<file path="config.mk">
export PLATFORM = sky130hd
export DESIGN_NAME = carrega_programa
export DESIGN_NICKNAME = d
export VERILOG_FILES = /design/src/rtl/carrega_programa.sv
export SDC_FILE = /design/constraint.sdc
export NUM_CORES = 1
export LEC_CHECK = 0
export CAP_MARGIN = 20
export CORE_MARGIN = 3
export CORE_UTILIZATION = 30
export DETAILED_ROUTE_END_ITERATION = 16
export GPL_ROUTABILITY_DRIVEN = 1
export SYNTH_ARGS = -nofsm -noshare
export SYNTH_HDL_FRONTEND = slang
export SYNTH_SLANG_ARGS = --single-unit
export TNS_END_PERCENT = 10
</file>
<file path="constraint.sdc">
create_clock -name clk -period 3 [get_ports clk]
set_input_delay 0.6 -clock clk [delete_from_list [all_inputs] [get_ports clk]]
set_output_delay 0.6 -clock clk [all_outputs]
set_load 0.05 [all_outputs]
</file>
<file path="src/rtl/carrega_programa.sv">
// carrega_programa: copies a process image from the HD into that process's
// instruction-memory partition, one word every two cycles.
module carrega_programa #(
  parameter int TAM_PARTICAO = 50,
  parameter int LARG_ENDER   = 9
) (
  input  logic                  clk,
  input  logic                  reset,
  input  logic                  inicio,
  input  logic [3:0]            trilha,
  input  logic [1:0]            id_proc,
  input  logic [5:0]            n_palavras,
  output logic [3:0]            hd_trilha,
  output logic [5:0]            hd_setor,
  input  logic [31:0]           hd_dado,
  output logic [LARG_ENDER-1:0] mi_ender,
  output logic [31:0]           mi_dado,
  output logic                  mi_we,
  output logic                  ocupado,
  output logic                  concluido
);

  typedef enum logic [1:0] {
    OCIOSO,
    LEITURA,
    ESCRITA,
    FIM
  } estado_t;

  estado_t               estado, proximo;
  logic [5:0]            n_reg;
  logic [5:0]            k;
  logic [5:0]            n_limitado;
  logic [LARG_ENDER-1:0] ender;
  logic [LARG_ENDER-1:0] base;
  logic [3:0]            trilha_reg;
  logic [5:0]            setor_reg;
  logic                  ultima;

  // Clamp the requested length to one partition and form the partition base.
  always_comb begin
    n_limitado = (int'(n_palavras) > TAM_PARTICAO) ? 6'(TAM_PARTICAO) : n_palavras;
    base       = LARG_ENDER'(int'(id_proc) * TAM_PARTICAO);
    ultima     = ((k + 6'd1) == n_reg);
  end

  // State register.
  always_ff @(posedge clk or posedge reset) begin
    if (reset) estado <= OCIOSO;
    else       estado <= proximo;
  end

  // Next-state decode.
  always_comb begin
    proximo = estado;
    unique case (estado)
      OCIOSO:  if (inicio) proximo = (n_limitado != 6'd0) ? LEITURA : FIM;
      LEITURA: proximo = ESCRITA;
      ESCRITA: proximo = ultima ? FIM : LEITURA;
      FIM:     proximo = OCIOSO;
      default: proximo = OCIOSO;
    endcase
  end

  // Datapath: captured parameters, word index, write address and HD address.
  // The sector register advances only when another read follows, so it
  // stops at the last sector read instead of running to N.
  always_ff @(posedge clk or posedge reset) begin
    if (reset) begin
      n_reg      <= '0;
      k          <= '0;
      ender      <= '0;
      trilha_reg <= '0;
      setor_reg  <= '0;
    end else begin
      unique case (estado)
        OCIOSO: begin
          if (inicio) begin
            n_reg <= n_limitado;
            k     <= '0;
            ender <= base;
            if (n_limitado != 6'd0) begin
              trilha_reg <= trilha;
              setor_reg  <= '0;
            end
          end
        end
        ESCRITA: begin
          k     <= k + 6'd1;
          ender <= ender + LARG_ENDER'(1);
          if (!ultima) setor_reg <= k + 6'd1;
        end
        default: ;
      endcase
    end
  end

  // Outputs decoded from registered state; data is a gated pass-through.
  always_comb begin
    hd_trilha = trilha_reg;
    hd_setor  = setor_reg;
    mi_ender  = ender;
    mi_we     = (estado == ESCRITA);
    mi_dado   = (estado == ESCRITA) ? hd_dado : '0;
    ocupado   = (estado == LEITURA) || (estado == ESCRITA);
    concluido = (estado == FIM);
  end

endmodule

</file>
==> results_dict.tcl, run 1 <==
set metrics [dict create \
    finClkSkew_ps 2.55 \
    grt_pass1_wl_mm 8.95 \
    pwr-share-comb 0.695 \
    leakage_nw 1.48 \
    drt-total-wl_mm 5.31 \
    route.met3.wl_microns 560 \
    worst_pin_slew_ps 563 \
    htree_levels 2 \
    drtIter0Drc 66 \
    grt_pass1_vias 1861 \
    worst-setup-path-type "flip-flop to output port" \
    viasPerCell 4.70 \
    startpoint_type "flip-flop" \
    clock_path_buffers 2 \
    cp_slowest_cell "clkdlybuf4s50_1" \
    swShare 0.489 \
    r2r_setup_slack_ps 890 \
    end_kind "output port" \
    cts_inserted_buffers 5 \
    nNetsFinal 372 \
    numClockSinks 33 \
    synth_top_family_by_area "simple AND/OR/NAND/NOR gates" \
    die_x_microns 87.4 \
    vias 1851 \
    fin_total_pwr_mw 3.63 \
    top_layer_used "met4" \
    met1_length_mm 2.32 \
    syn2layout_area_growth_pct 76.7 \
    ir_drop_mv 0.744 \
    syn_avg_cell_area_sq_um 9.34 \
    fmax_ghz 0.414 \
    yosys.area.top_type "dfrtp_1" \
    largest_reg_flops 9 \
    yosysSeqAreaShare 0.415 \
    fin_area_sq_mm 0.00352 \
    maxCapViolations 0 \
    cts_resized 0 \
    power.share.clock 0.091 \
    drtAntennaViolNets 0 \
    post_dp_cell_area_sq_mm 0.00343 \
    p_int_mw 1.86 \
    dr.pass1.iters 4 \
    clk_pin_slew_ps 60 \
    synth-compound-area-share 0.132 \
    grt_max_degree 51 \
    core_area_sq_mm 0.00639 \
    critPathBufInv 2 \
    die_area_sq_mm 0.00764 \
    synthMuxAreaShare 0.0767 \
    hold_slack_ps 505 \
    min_path_type "flip-flop to flip-flop" \
    powerDensity_mw_per_mm2 1030 \
    setup_viol 0 \
    maxSlewHeadroom 0.622 \
    synth_top_cells_by_area "dfrtp_1 42%, and2_1 10%, ha_1 5.0%, a21oi_1 4.0%, o21ai_0 4.0%" \
    cts-root-buf "clkbuf_8" \
    clk_latency_ps 280 \
    drive_gt1_frac 0.180 \
    synth-simple-area-share 0.231 \
    num-fill-cells 586 \
    route.detailed.drc 0 \
    die_h_microns 87.4 \
    grt_setup_unrepaired "false" \
    rows 29 \
    fin_crit_sh 0.805 \
    seq_power_share 0.215 \
    cts_tree "built" \
    outcome "completed" \
    place.gp.congestion 0.779 \
    yosysTopAreaCellShare 0.415 \
    insertedDiodeCount 0 \
    drv_slew 0 \
    overflow 0 \
    initial_utilization 0.312 \
    antenna_found_initial 0 \
    wl_per_cell_microns 13.5 \
    yosysWarnings 0 \
    synth_fa_ha_area_frac 0.0503 \
    setup-tns-final_ps 0 \
    holdBufCountCts 0 \
    grt_util_all_layers 0.147 \
    wl_met2_mm 2.36 \
    synth_cell_type_count 33 \
    cp_slowest_stage_delay_ps 800 \
    synth-xor-area-share 0.0604 \
    synthCells 213 \
    worstPathRequired_ps 2400 \
    fin_crit_ps 2420 \
    syn_nets 268 \
    critical_path.top_delay_family "buffers and inverters" \
    worstPathArrival_ps 1820 \
    hold_viol 0 \
    switchingPower_mw 1.77 \
    synth_area_sq_mm 0.00199 \
    io_pins 101 \
    cp_cell_sequence "inv_1, ha_1, clkdlybuf4s50_1" \
    cts_setup_buffers 0 \
    dpl.hpwl_mm 4.21 \
    critPathMaxFanout 3 \
    portBuffers 100 \
    synth_seq_cells 33 \
]
[through the flow]
step | instances | utilization | worst slack (ps)
2_1_floorplan | 213 | - | 263
3_3_place_gp | 387 | 0.537 | 593
3_5_place_dp | 387 | 0.537 | 541
4_1_cts | 394 | 0.551 | 565
5_1_grt | 394 | 0.551 | 527
6_report | 394 | 0.551 | 584
[Yosys cell counts]
| cell type | instances |
|---|---|
| dfrtp_1 | 33 |
| inv_1 | 10 |
| o211a_1 | 1 |
| nand2_1 | 21 |
| nor4_4 | 1 |
| and4_1 | 1 |
| xor2_1 | 4 |
| or2_2 | 1 |
| nand2b_1 | 2 |
| nand4_1 | 1 |
| clkbuf_1 | 6 |
| xnor2_1 | 7 |
| ha_1 | 8 |
| nand2_2 | 1 |
| nand3_1 | 11 |
| o21ai_0 | 16 |
| and3_1 | 1 |
| a22o_2 | 1 |
| o22ai_1 | 3 |
| mux2_2 | 6 |
| xor3_1 | 1 |
| a22o_1 | 3 |
| buf_4 | 1 |
| nor3_1 | 5 |
| nor2_1 | 9 |
| a31oi_1 | 1 |
| o21ai_1 | 1 |
| mux2_4 | 3 |
| mux2i_1 | 4 |
| a21oi_4 | 1 |
| o2bb2a_1 | 1 |
| a21oi_1 | 16 |
| and2_1 | 32 |
[layout make-up]
cell class | instances | area (sq um) | area share
repair buffers | 104 | 1370 | 0.391
multi-input cells | 163 | 1100 | 0.312
flip-flops and latches | 33 | 826 | 0.235
well taps | 77 | 96.3 | 0.0274
clock buffers | 7 | 86.3 | 0.0246
inverters | 10 | 37.5 | 0.0107
[cell usage in the layout, fill, tap and decap left out, drive strengths merged]
cell / netlist / layout
mux2: 9 / 9
o22ai: 3 / 3
o21ai: 17 / 17
nor3: 5 / 5
dfrtp: 33 / 33
mux2i: 4 / 4
and2: 32 / 32
xnor2: 7 / 7
nand2: 22 / 22
ha: 8 / 8
clkbuf: 6 / 7
nand3: 11 / 11
o2bb2a: 1 / 1
a21oi: 17 / 17
nand2b: 2 / 2
and4: 1 / 1
a22o: 4 / 4
nor4: 1 / 1
xor2: 4 / 4
nor2: 9 / 9
clkdlybuf4s50: 0 / 67
inv: 10 / 10
or2: 1 / 1
nand4: 1 / 1
buf: 1 / 37
xor3: 1 / 1
o211a: 1 / 1
and3: 1 / 1
a31oi: 1 / 1
[kinds of logic (layout without fill, tap and decap cells)]
| logic type | after synthesis | count (layout) |
|---|---|---|
| buf+inv | 17 | 121 |
| mux | 13 | 13 |
| compound gates | 44 | 44 |
| simple gates | 86 | 86 |
| fa+ha+maj | 8 | 8 |
| flops | 33 | 33 |
| xor+xnor | 12 | 12 |
[power groups by stage]
stage | combinational [mW] | sequential [mW] | clock (mW)
6_report | 2.52 | 0.779 | 0.329
5_1_grt | 2.70 | 0.817 | 0.363
4_1_cts | 2.55 | 0.781 | 0.341
3_5_place_dp | 2.55 | 0.788 | 0
3_3_place_gp | 2.53 | 0.784 | 0
2_1_floorplan | 1.24 | 1.07 | 0
[routing by layer]
| metal | up-vias | global-route usage |
|---|---|---|
| li1 | 929 | - |
| met1 | 830 | 0.189 |
| met2 | 84 | 0.232 |
| met3 | 8 | 0.0501 |
| met4 | 0 | 0.0502 |
| met5 | - | 0 |
[worst register-to-register path: stages (launching register included)]
cell and delay [ps]:
dfrtp_1 460, ha_1 280, xnor2_1 270, xnor2_1 160, nor4_4 350, a21oi_4 160
mux2_4 320
[worst paths after layout]
path                                      to      start  cells after the start
worst min register to register      n_reg[1]   n_reg[1]                      2
worst max register to register   hd_setor[0]       k[0]                      6
min in group asynchronous       hd_trilha[1]      reset                      3
max in group asynchronous               k[3]      reset                      3
worst min-delay path                n_reg[1]   n_reg[1]                      2
worst max-delay path                 ocupado  estado[0]                      3
Note: power is estimated with default switching activity, not from simulation.
==> inputs of run 2 (changes only) <==
Clock period 3 ns to 2.5 ns, I/O delays scaled along.
==> run 2 against run 1 <==
  * Global-route usage shrank 0.87 points
  * Critical path type unchanged
  * First-iteration DRC count decreased by 39%
  * Count of clock-buffer cells in the layout is 1 lower
  * Clock power grew 57%
  * Highest routed layer unchanged
  * Die area unchanged
  * Via count is 0.22% higher
  * Sequential share of layout area is 0.53 points lower
  * Sequential power is 20% higher
  * Register-to-register slack got worse by 430 ps
  * Clock skew grew 3.9 ps
  * Worst hold slack better by 4.9 ps
  * Largest power group unchanged
  * Final cell count up 0.51%
==> results_dict.tcl, run 2 (synthesis gave the netlist of run 1 again) <==
set metrics [dict create \
    drv_slew 0 \
    htree_levels 2 \
    grt_setup_unrepaired "false" \
    final_common_cell "clkdlybuf4s50_1" \
    worstPathRequired_ps 2000 \
    rr_worst_depth 6 \
    grt_pass1_wl_mm 8.47 \
    drive_gt1_frac 0.285 \
    nNetsFinal 373 \
    grt_max_degree 46 \
    final_cell_mix "67 x clkdlybuf4s50_1, 34 x buf_12, 33 x dfrtp_1" \
    place.gp.congestion 0.807 \
    clk_pin_slew_ps 70 \
    grt_util_all_layers 0.139 \
    cp_cell_sequence "inv_1, ha_1, clkdlybuf4s50_1" \
    hp-start "hd_trilha[1]" \
    antenna_found_initial 0 \
    die_h_microns 87.4 \
    cts_tree "built" \
    clock_path_buffers 2 \
    dr.pass1.iters 4 \
    cts_inserted_buffers 5 \
    drtIter0Drc 40 \
    maxSlewHeadroom 0.639 \
    numClockSinks 33 \
    worst_pin_slew_ps 540 \
    drt-total-wl_mm 5.21 \
    min_path_type "flip-flop to flip-flop" \
    hold_slack_ps 509 \
    die_x_microns 87.4 \
    cp_slowest_stage_delay_ps 800 \
    worst-setup-path-type "flip-flop to output port" \
    instances_no_fill 396 \
    dp_cells 388 \
    startpoint_type "flip-flop" \
    seq_area_sq_um 826 \
    dpl.hpwl_mm 4.21 \
    overflow 0 \
    route.detailed.drc 0 \
    ir_drop_mv 0.823 \
    cp_slowest_cell "clkdlybuf4s50_1" \
    crit_end "ocupado" \
    fin_crit_sh 0.933 \
    core_area_sq_mm 0.00639 \
    powerDensity_mw_per_mm2 1260 \
    cts_setup_buffers 0 \
    holdBufCountCts 0 \
    cts-root-buf "clkbuf_8" \
    outcome "completed" \
    end_kind "output port" \
    finClkSkew_ps 6.45 \
    hold_viol 0 \
    drtAntennaViolNets 0 \
    cts_resized 0 \
    setup-tns-final_ps 0 \
    grt_pass1_vias 1776 \
    portBuffers 100 \
    die_area_sq_mm 0.00764 \
    r2r_setup_slack_ps 460 \
    leakage_nw 1.52 \
    fin_total_pwr_mw 4.52 \
    insertedDiodeCount 0 \
    fmax_ghz 0.429 \
    num-fill-cells 563 \
    syn2layout_area_growth_pct 80.8 \
    rows 29 \
    maxCapViolations 0 \
    io_pins 101 \
    critPathLaunch "estado[0]" \
    clk_latency_ps 280 \
    fin_crit_ps 2330 \
    r2r_end "hd_setor[2]" \
    multi_input_area_sq_mm 0.00114 \
    setup_viol 0 \
    vias 1855 \
    worstPathArrival_ps 1830 \
    viasPerCell 4.68 \
    worstReg2RegStart "k[0]" \
    largest_reg_flops 9 \
    critPathMaxFanout 3 \
    initial_utilization 0.312 \
    wl_per_cell_microns 13.2 \
]
-- run 2: power breakdown --
group,leakage [nW],internal [mW],switching (mW)
Combinational,1.04,1.32,1.75
Clock,0.0574,0.324,0.191
Sequential,0.421,0.736,0.195
Total,1.52,2.38,2.13
-- run 2: worst max-delay path: cells and delay by family (launching register included) --
kind                     cells  cell delay, ps
buffers and inverters        2             890
flip-flops                   1             380
adder cells (fa/ha/maj)      1             280
-- run 2: worst min-delay path by stage --
stage,to,slack (ps),depth (start not counted)
2_1_floorplan,n_reg[0],470,2
4_1_cts,n_reg[1],510,2
6_report,hd_trilha[1],510,1
5_1_grt,hd_trilha[0],540,1
3_3_place_gp,hd_trilha[1],490,1
3_5_place_dp,n_reg[1],500,2
-- run 2: cell type report --
cell class | count | area share
Clock buffer | 6 | 0.0230
Clock inverter | 2 | 0.0104
Inverter | 10 | 0.0104
Multi-Input combinational cell | 163 | 0.316
Sequential cell | 33 | 0.230
Tap cell | 77 | 0.0268
Timing Repair Buffer | 105 | 0.384
-- run 2: through the flow --
stage | instance area (sq um) | worst slack [ps] | util
after floorplan | 2030 | 147 | -
after global placement | 3480 | 272 | 0.544
after detailed placement | 3480 | 234 | 0.544
after CTS | 3600 | 144 | 0.563
after global routing | 3600 | 91.3 | 0.563
final | 3600 | 167 | 0.563
-- run 2: routing by layer --
layer  vias to the layer above  track usage  part of all wire
met5                         -            0                 0
met4                         0       0.0335            0.0096
met3                         6       0.0558              0.12
met2                        87        0.218              0.43
met1                       824        0.178              0.44
li1                        938            -                 -
